**src/rtl/fd_pkg.sv**
```systemverilog
// Shared types and helpers for the multi-channel programmable divider.
// Latency: n/a (types and constant functions only).
// Backpressure: n/a.
package fd_pkg;

    localparam int FD_DEF_NUM_CH = 4;
    localparam int FD_DEF_DIV_W  = 24;

    // Widest divisor the helpers handle; channel DIV_W must not exceed this.
    typedef logic [FD_DEF_DIV_W-1:0] div_t;

    // ceil(d/2) without overflow: the result never exceeds d.
    function automatic div_t half_ceil(input div_t d);
        return (d >> 1) + div_t'(d[0]);
    endfunction

endpackage

```
**src/rtl/fd_channel.sv**
```systemverilog
// One divider channel: counter, shadow/active divisor, tick and square-wave outputs.
// Latency: outputs registered; a new divisor takes effect on the terminal-count edge.
// Backpressure: none; writes are accepted every cycle and staged in a shadow register.
// Optional FD_DUTY_EN adds a staged programmable high-time (otherwise ceil(D/2)).
module fd_channel
    import fd_pkg::*;
#(
    parameter int DIV_W       = FD_DEF_DIV_W,
    parameter int DEFAULT_DIV = 25_000_000
) (
    input  logic             i_clk,
    input  logic             i_reset,
    input  logic             i_we,
    input  logic [DIV_W-1:0] i_div,
`ifdef FD_DUTY_EN
    input  logic             i_duty_we,
    input  logic [DIV_W-1:0] i_duty,
`endif
    input  logic             i_sync_clr,
    output logic             o_clk_out,
    output logic             o_tick,
    output logic             o_pending
);

    localparam logic [DIV_W-1:0] ONE      = DIV_W'(1);
    localparam logic [DIV_W-1:0] RST_DIV  = DIV_W'(DEFAULT_DIV);
    localparam logic [DIV_W-1:0] RST_CNT  = (DEFAULT_DIV == 0) ? '0 : DIV_W'(DEFAULT_DIV - 1);
    localparam logic [DIV_W-1:0] RST_HIGH = DIV_W'(half_ceil(div_t'(RST_DIV)));

    logic [DIV_W-1:0] r_active;
    logic [DIV_W-1:0] r_shadow;
    logic [DIV_W-1:0] r_cnt;
    logic             r_pending;
    logic             r_tick;
    logic             r_clk_out;

    logic             w_enabled;
    logic             w_hit;
    logic             w_cfg_wr;
    logic [DIV_W-1:0] w_stage_div;
    logic [DIV_W-1:0] w_stage_cnt;
    logic [DIV_W-1:0] w_stage_high;
    logic [DIV_W-1:0] w_act_high;
    logic [DIV_W-1:0] w_cnt_inc;

    // Terminal count, and the divisor that would be applied at this edge
    // (a same-cycle write bypasses the shadow so it is not lost).
    always_comb begin
        w_enabled   = (r_active != '0);
        w_hit       = w_enabled && (r_cnt == r_active - ONE);
        w_stage_div = i_we ? i_div : r_shadow;
        w_stage_cnt = (w_stage_div == '0) ? '0 : (w_stage_div - ONE);
        w_cnt_inc   = r_cnt + ONE;
    end

`ifdef FD_DUTY_EN
    logic [DIV_W-1:0] r_active_h;
    logic [DIV_W-1:0] r_shadow_h;

    // High-time is staged and applied at exactly the same points as the divisor.
    always_ff @(posedge i_clk) begin
        if (i_reset) begin
            r_active_h <= RST_HIGH;
            r_shadow_h <= RST_HIGH;
        end else if (i_sync_clr || w_hit) begin
            r_active_h <= w_stage_high;
            r_shadow_h <= w_stage_high;
        end else if (!w_enabled) begin
            if (i_duty_we) begin
                r_active_h <= i_duty;
                r_shadow_h <= i_duty;
            end
        end else if (i_duty_we) begin
            r_shadow_h <= i_duty;
        end
    end

    // Programmed high-time; anything >= D simply keeps the output high.
    always_comb begin
        w_cfg_wr     = i_we | i_duty_we;
        w_stage_high = i_duty_we ? i_duty : r_shadow_h;
        w_act_high   = r_active_h;
    end
`else
    // Fixed high-time of ceil(D/2): D=5 gives high 3 / low 2.
    always_comb begin
        w_cfg_wr     = i_we;
        w_stage_high = DIV_W'(half_ceil(div_t'(w_stage_div)));
        w_act_high   = DIV_W'(half_ceil(div_t'(r_active)));
    end

    // RST_HIGH only matters when the high-time is programmable.
    logic w_unused_rst_high;
    assign w_unused_rst_high = ^RST_HIGH;
`endif

    // Counter, divisor staging/apply and registered outputs.
    // Priority: reset, then sync_clr, then idle channel, then terminal count.
    always_ff @(posedge i_clk) begin
        if (i_reset) begin
            r_active  <= RST_DIV;
            r_shadow  <= RST_DIV;
            r_cnt     <= RST_CNT;
            r_pending <= 1'b0;
            r_tick    <= 1'b0;
            r_clk_out <= 1'b0;
        end else if (i_sync_clr) begin
            // Park every channel at its last count so all tick on the next edge.
            r_active  <= w_stage_div;
            r_shadow  <= w_stage_div;
            r_cnt     <= w_stage_cnt;
            r_pending <= 1'b0;
            r_tick    <= 1'b0;
            r_clk_out <= 1'b0;
        end else if (!w_enabled) begin
            // Idle channel: a write takes effect at once and ticks on the next edge.
            if (i_we) begin
                r_active <= i_div;
                r_shadow <= i_div;
                r_cnt    <= w_stage_cnt;
            end else begin
                r_cnt <= '0;
            end
            r_pending <= 1'b0;
            r_tick    <= 1'b0;
            r_clk_out <= 1'b0;
        end else if (w_hit) begin
            // Period boundary: apply the staged divisor, restart from 0.
            // A staged 0 still ticks here, then the channel goes idle.
            r_active  <= w_stage_div;
            r_shadow  <= w_stage_div;
            r_cnt     <= '0;
            r_pending <= 1'b0;
            r_tick    <= 1'b1;
            r_clk_out <= (w_stage_div != '0) && (w_stage_high != '0);
        end else begin
            // Mid-period: keep counting on the current divisor, stage any write.
            r_shadow  <= w_stage_div;
            r_cnt     <= w_cnt_inc;
            r_pending <= r_pending | w_cfg_wr;
            r_tick    <= 1'b0;
            r_clk_out <= (w_cnt_inc < w_act_high);
        end
    end

    assign o_clk_out = r_clk_out;
    assign o_tick    = r_tick;
    assign o_pending = r_pending;

endmodule

```
**src/rtl/fd_multi_prog.sv**
```systemverilog
// Multi-channel programmable clock divider with glitch-free divisor updates and phase clear.
// Latency: all outputs registered; first tick one edge after reset release or sync_clr.
// Backpressure: none; config writes to an out-of-range channel are dropped.
// Optional FD_DUTY_EN adds cfg_duty_we/cfg_duty for a programmable high-time.
module fd_multi_prog
    import fd_pkg::*;
#(
    parameter int NUM_CH      = FD_DEF_NUM_CH,
    parameter int DIV_W       = FD_DEF_DIV_W,
    parameter int DEFAULT_DIV = 25_000_000,
    // Widen to address (and reject) indices beyond NUM_CH-1.
    parameter int CFG_CH_W    = (NUM_CH > 1) ? $clog2(NUM_CH) : 1
) (
    input  logic                clk,
    input  logic                reset,
    input  logic                cfg_we,
    input  logic [CFG_CH_W-1:0] cfg_ch,
    input  logic [DIV_W-1:0]    cfg_div,
`ifdef FD_DUTY_EN
    input  logic                cfg_duty_we,
    input  logic [DIV_W-1:0]    cfg_duty,
`endif
    input  logic                sync_clr,
    output logic [NUM_CH-1:0]   clk_out,
    output logic [NUM_CH-1:0]   tick,
    output logic [NUM_CH-1:0]   cfg_pending
);

    logic [NUM_CH-1:0] w_ch_we;
`ifdef FD_DUTY_EN
    logic [NUM_CH-1:0] w_ch_duty_we;
`endif

    for (genvar i = 0; i < NUM_CH; i++) begin : g_ch
        // Per-channel write decode; indices >= NUM_CH match no channel.
        always_comb begin
            w_ch_we[i] = cfg_we && (cfg_ch == CFG_CH_W'(i));
`ifdef FD_DUTY_EN
            w_ch_duty_we[i] = cfg_duty_we && (cfg_ch == CFG_CH_W'(i));
`endif
        end

        fd_channel #(
            .DIV_W       (DIV_W),
            .DEFAULT_DIV (DEFAULT_DIV)
        ) u_ch (
            .i_clk      (clk),
            .i_reset    (reset),
            .i_we       (w_ch_we[i]),
            .i_div      (cfg_div),
`ifdef FD_DUTY_EN
            .i_duty_we  (w_ch_duty_we[i]),
            .i_duty     (cfg_duty),
`endif
            .i_sync_clr (sync_clr),
            .o_clk_out  (clk_out[i]),
            .o_tick     (tick[i]),
            .o_pending  (cfg_pending[i])
        );
    end

endmodule

```
**config.mk**
```make
export PLATFORM = sky130hd
export DESIGN_NAME = fd_multi_prog
export DESIGN_NICKNAME = d
export VERILOG_FILES = /design/src/rtl/fd_pkg.sv /design/src/rtl/fd_channel.sv /design/src/rtl/fd_multi_prog.sv
export SDC_FILE = /design/constraint.sdc
export NUM_CORES = 1
export LEC_CHECK = 0
export BUFFER_PORTS_ARGS = -buffer_cell sky130_fd_sc_hd__buf_4
export CORE_MARGIN = 1
export CORE_UTILIZATION = 30
export DETAILED_ROUTE_END_ITERATION = 8
export GPL_TIMING_DRIVEN = 1
export PLACE_DENSITY = 0.46
export SYNTH_ARGS = -nofsm -noshare
export SYNTH_HDL_FRONTEND = slang
export SYNTH_SLANG_ARGS = --single-unit
```
**constraint.sdc**
```tcl
create_clock -name clk -period 4.6 [get_ports clk]
set_clock_uncertainty 0.05 [all_clocks]
set_input_delay 0.23 -clock clk [delete_from_list [all_inputs] [get_ports clk]]
set_output_delay 0.23 -clock clk [all_outputs]
set_load 0.005 [all_outputs]
```
# [After elaboration in Yosys (flattened, before gate mapping)]
# Cells that the tools add are included.
[word_totals] reg_bits=300 input_bits=30 out_inout_bits=12
[op_classes] n_addsub=20 magnitude_cmp=4 eq_ne=11 mux=48 n_bitwise=8 reduce_logical=45
[ops] op="24-bit 2-to-1 mux" n=40
[ops] op="24-bit nonzero test" n=12
[ops] op="23-bit by 1-bit adder with 24-bit output" n=8
[ops] op="24-bit by 1-bit subtractor with 24-bit output, second input constant" n=8
[ops] op="24-bit by 1-bit adder with 24-bit output, second input constant" n=4
[ops] op="24-bit == test" n=4
[ops] op="24-bit zero test" n=4
[ops] op="24-bit < comparator" n=4
[ops] op="4-bit OR reduction" n=4
[ops] op="1-bit logical AND" n=12
[ops] op="3-bit != test, second input constant" n=4
[ops] op="3-bit nonzero test" n=4
[ops] op="3-bit OR reduction" n=4
[ops] op="1-bit 2-to-1 mux" n=8
[ops] op="2-bit AND reduction" n=4
[ops] op="2-bit == test, second input constant" n=2
[ops] op="1-bit inverter" n=4
[ops] op="1-bit bitwise OR" n=4
[ops] op="2-bit by 1-bit == test with 1-bit output, second input constant" n=1
[ops] op="2-bit zero test" n=1

# [Depth between registers and ports, before layout]
[depth] depth_word=8 mapped_depth=18 mapped_depth_nobuf=18

# [Cells and area by module]
# Synthesis repeated with hierarchy kept, for this count alone.
[unflattened] cells_unflattened=3271 area_unflattened_um2=25399.4
[by_module_without_submodules] module="fd_channel (g_ch[1].u_ch ...)" n_inst=2 cells_per_inst=801 area_each_um2=6183.4 seq_area_each_um2=1501.4
[by_module_without_submodules] module="fd_channel (g_ch[3].u_ch)" n_inst=1 cells_per_inst=875 area_each_um2=6712.7 seq_area_each_um2=1501.4
[by_module_without_submodules] module="fd_channel (g_ch[0].u_ch)" n_inst=1 cells_per_inst=790 area_each_um2=6282.3 seq_area_each_um2=1501.4
[by_module_without_submodules] module="fd_multi_prog" n_inst=1 cells_per_inst=4 area_each_um2=37.5 seq_area_each_um2=0.0

# [Least setup slack after synthesis]
# OpenSTA, ideal clock, no wires.
[synth_timing] path_kind="in2reg" start="input port cfg_ch[1]" end="register g_ch[0].u_ch.r_clk_out" setup_ns=0.127 t_arrival_ns=3.584 required_time_ns=4.423 path_slack_ns=0.839 path_stages=17 n_path_buf=5 path_cell_list="or3b_2 -> buf_2 -> buf_2 -> buf_2 -> buf_1 -> mux2i_1 -> inv_1 -> ha_1 -> ha_1 -> clkbuf_1 -> o221ai_1 -> nor4b_1 -> xnor2_1 -> a21oi_1 -> nand4_1 -> o311ai_0 -> a21oi_1"
[synth_between] elab_chain_len=7
[synth_lines] element="from (decl)" line="fd_multi_prog.sv:17" source="input logic [CFG_CH_W-1:0] cfg_ch,"
[synth_lines] element="2-bit zero test (*)" line="fd_multi_prog.sv:37" source="w_ch_we[i] = cfg_we && (cfg_ch == CFG_CH_W'(i));"
[synth_lines] element="1-bit logical AND (*)" line="fd_multi_prog.sv:37"
[synth_lines] element="24-bit 2-to-1 mux (*)" line="fd_channel.sv:51" source="w_stage_div = i_we ? i_div : r_shadow;"
[synth_lines] element="net g_ch[0].u_ch.w_stage_div[0]" line="fd_channel.sv:40" source="logic [DIV_W-1:0] w_stage_div;"
[synth_lines] element="23-bit by 1-bit adder with 24-bit output" line="fd_pkg.sv:14" source="return (d >> 1) + div_t'(d[0]);"
[synth_lines] element="24-bit nonzero test" line="fd_channel.sv:135" source="r_clk_out <= (w_stage_div != '0) && (w_stage_high != '0);"
[synth_lines] element="1-bit logical AND (*)" line="fd_channel.sv:135"
[synth_lines] element="1-bit 2-to-1 mux (*)" line="fd_channel.sv:127" source="end else if (w_hit) begin"
[synth_lines] element="to (signal assigned)" line="fd_channel.sv:135"
[synth_lines] element="to (signal assigned)" line="fd_channel.sv:142" source="r_clk_out <= (w_cnt_inc < w_act_high);"
[synth_lines] element="to (decl)" line="fd_channel.sv:35" source="logic r_clk_out;"
# Mark *: on every way through the listed nets, which the timed path passes. The rest lies on a longest branch.
# A chain may end at the register's enable or synchronous reset.

# [Final worst setup path]
[layout_timing] start="register g_ch[1].u_ch.r_active[9]" end="register g_ch[1].u_ch.r_active[3]"
[layout_between] elab_chain_len=5
[layout_lines] element="from (decl)" line="fd_channel.sv:30" source="logic [DIV_W-1:0] r_active;"
[layout_lines] element="from (signal assigned)" line="fd_channel.sv:109" source="r_active <= w_stage_div;"
[layout_lines] element="from (signal assigned)" line="fd_channel.sv:118" source="r_active <= i_div;"
[layout_lines] element="from (signal assigned)" line="fd_channel.sv:130" source="r_active <= w_stage_div;"
[layout_lines] element="24-bit by 1-bit subtractor with 24-bit output" line="fd_channel.sv:50" source="w_hit = w_enabled && (r_cnt == r_active - ONE);"
[layout_lines] element="24-bit == test" line="fd_channel.sv:50"
[layout_lines] element="1-bit logical AND" line="fd_channel.sv:50"
[layout_lines] element="3-bit != test (no line)"
[layout_lines] element="2-bit AND reduction (no line)"
# Several ways; a longest one is shown, not always the timed one.

==> flow_summary.json <==
{
  "outcome": "finished clean",
  "synth_area_leader_cell": "dfxtp_1",
  "synthCells": 3286,
  "io_pins": 42,
  "synth-main-ff-cell": "dfxtp_1",
  "placementRows": 105,
  "combPwrFrac_pct": 22.1,
  "path_clk_slew_ns": 0.06,
  "peakVddDrop_uv": 208,
  "drc_errors": 0,
  "worstSetupStartpointType": "flip-flop",
  "path_class": "flip-flop to flip-flop",
  "viasPerCell": 5.43,
  "p_sw_share_pct": 32.6,
  "fillers": 8891,
  "syn_nets": 3444,
  "placed_cells": 4273,
  "post_cts_buffers": 0,
  "root_buffer": "clkbuf_16",
  "gr-usage-all-layers_pct": 20.9,
  "p_int_mw": 5.30,
  "drtIter0Drc": 1611,
  "clk_latency_ns": 0.57,
  "synth_top_area_share_pct": 23.9,
  "final_util_pct": 33.9,
  "portBuffers": 41,
  "gp_congestion": 0.869,
  "die_area_sq_um": 84900,
  "worst_slew_margin_rel_pct": 20.8,
  "pwr-share-clk_pct": 40.7,
  "cp.required_ns": 5.05,
  "grt_max_degree": 131,
  "dpl.hpwl_um": 67400,
  "synth-seq-area-share_pct": 23.9,
  "period_share_pct": 84.7,
  "clockBufferDepth": 3,
  "cts_resized": 0,
  "drv_slew": 0,
  "grt_overflow": 0,
  "ys_types": 97,
  "yosysWarnings": 0,
  "coreArea_sq_um": 82500,
  "crit_slowest_cell": "nor2_2",
  "h-tree-depth": 2,
  "rsz0062_at_grt": "false",
  "power.leakage_nw": 10.9,
  "initial_utilization_pct": 30.5,
  "finalWirelength_um": 90000,
  "synth_seq_cells": 300,
  "critPathMaxFanout": 15,
  "path_cells": "nor4_1 > nand3_1 > nor4_1 > and4b_1 > a31oi_1 > nand4_1 > nor4_4 > nor2_2 > buf_4 > mux2i_1",
  "synth_top_family_by_area": "simple AND/OR/NAND/NOR gates",
  "synth_top_cells_by_area": "dfxtp_1, xnor2_1, mux2i_1",
  "antenna_found_initial": 2,
  "cp_common_cell": "nor4_1",
  "clock-sinks": 300,
  "synth-xor-area-share_pct": 13.9,
  "fin_crit_ns": 3.90,
  "die_h_um": 291,
  "synth_fa_ha_area_share_pct": 6.37,
  "yosys.area_share.simple_pct": 27.5,
  "dr.pass1.iters": 7,
  "synth.area.mux_share_pct": 7.48,
  "synth_area_sq_um": 25100,
  "fin_tns_setup_ns": 0,
  "hold_buffers": 0,
  "cts_buffers": 40,
  "endpoint_kind": "flip-flop",
  "die_w_um": 291,
  "post_drt_wl_per_cell_um": 20.7,
  "synth_compound_area_share_pct": 15.5,
  "crit_arrival_ns": 4.34,
  "hp-class": "primary input to flip-flop",
  "vias": 23600,
  "fin_cells": 4344,
  "p_sw_mw": 2.57,
  "area_delta_synth_final_pct": 11.3,
  "final_cell_mix": "nand2_1, nor2_1, dfxtp_1",
  "drive_above_1_share_pct": 9.07,
  "antenna_cells": 0,
  "max_freq_ghz": 0.257,
  "nNetsFinal": 3403,
  "seq_power_share_pct": 37.2,
  "final_common_cell": "nand2_1",
  "critical_path.max_stage_delay_ns": 0.75,
  "synth-edff-count": 0,
  "tightest_slew_ns": 1.18,
  "ant_nets": 0,
  "avgSynthCellArea_sq_um": 7.65,
  "grt_pass1_vias": 22800,
  "setup_viol": 0,
  "powerDensity_nw_per_um2": 281,
  "max_cap_viol_count": 0,
  "hold_violations": 0,
  "async_flop_share_pct": 0,
  "tritoncts": "built",
  "grt_pass1_wl_um": 140000
}
## cell usage after synthesis (14+ instances only)
| master | n |
|---|---|
| nand2b_1 | 21 |
| nand3b_1 | 15 |
| a211o_1 | 14 |
| o22ai_1 | 27 |
| nand4_1 | 89 |
| nor3_1 | 103 |
| nand3_1 | 160 |
| mux2i_1 | 171 |
| a221o_1 | 59 |
| inv_1 | 71 |
| a21o_1 | 17 |
| a31oi_1 | 16 |
| and3_1 | 65 |
| a21oi_1 | 101 |
| or4_1 | 14 |
| clkbuf_1 | 180 |
| nor2_1 | 355 |
| xor2_1 | 159 |
| nor2b_1 | 16 |
| o211ai_1 | 46 |
| nand2_1 | 382 |
| or3_1 | 23 |
| ha_1 | 128 |
| a2111oi_0 | 21 |
| xnor2_1 | 239 |
| nor4_1 | 48 |
| buf_4 | 15 |
| dfxtp_1 | 300 |
| o21ai_0 | 121 |
| buf_2 | 35 |
| and2_1 | 18 |
## per-layer routing
layer	up-vias	wire, um	GRT usage [%]
met5	-	27	0
met2	569	40400	33.6
met1	11200	43400	29.5
met3	102	4530	2.84
met4	4	1650	4.48
li1	11700	-	-
## worst max-delay path: cells and delay by family (launching register included)
kind,cells,cell delay (ns)
simple gates,7,2.77
flops,1,0.41
buf+inv,1,0.31
mux,1,0.19
compound gates,1,0.07
## through the flow
step	setup slack [ns]	power (mW)	hold slack, ns	area [sq um]
floorplan	0.839	4.14	0.380	25100
global placement	0.728	4.71	0.447	26700
detailed placement	0.686	4.71	0.452	26700
CTS	0.719	7.94	0.00829	28000
global route	0.328	8.25	0.0576	28000
finish	0.703	7.87	0.0517	28000
## sequential cells by signal, indices dropped and copies added, names as in the netlist
register             count
g_ch.u_ch.r_cnt         96
g_ch.u_ch.o_pending      4
g_ch.u_ch.r_shadow      96
g_ch.u_ch.r_active      96
g_ch.u_ch.o_tick         4
g_ch.u_ch.o_clk_out      4
## layout make-up
cell class	count	area (sq um)	area share [%]
inverter	71	269	0.962
tap	1070	1340	4.79
sequential	300	6010	21.5
clock inverter	13	131	0.470
clock buffer	58	1170	4.18
multi-input combinational	2667	17800	63.6
timing repair buffer	165	1250	4.49
## power by group through the flow
stage	registers [mW]	clock network (mW)	logic, mW
3_3_place_gp	2.99	0	1.73
3_5_place_dp	2.98	0	1.73
6_report	2.93	3.20	1.74
2_1_floorplan	2.87	0	1.27
4_1_cts	2.93	3.27	1.74
5_1_grt	2.95	3.37	1.93
## cell families (layout without fill, tap and decap cells)
logic type / count (synthesis) / after routing
AOI/OAI and AO/OA: 554 / 554
xor gates and xnor gates: 398 / 398
adders and majority gates: 128 / 128
buffers and inverters: 319 / 307
DFF: 300 / 300
muxes: 185 / 185
and+or+nand+nor: 1402 / 1402
## path summary, 6_finish.rpt
check / start / endpoint / slack (ns) / cells past startpoint
setup / recovery: g_ch[1].u_ch.r_active[9] / g_ch[1].u_ch.r_active[3] / 0.70 / 10
hold / removal: reset / g_ch[1].u_ch.r_shadow[15] / 0.05 / 2
setup reg to reg: g_ch[1].u_ch.r_active[9] / g_ch[1].u_ch.r_active[3] / 0.70 / 10
hold reg to reg: g_ch[3].u_ch.o_pending / g_ch[3].u_ch.o_pending / 0.45 / 2
(Power assumes the default switching activity.)
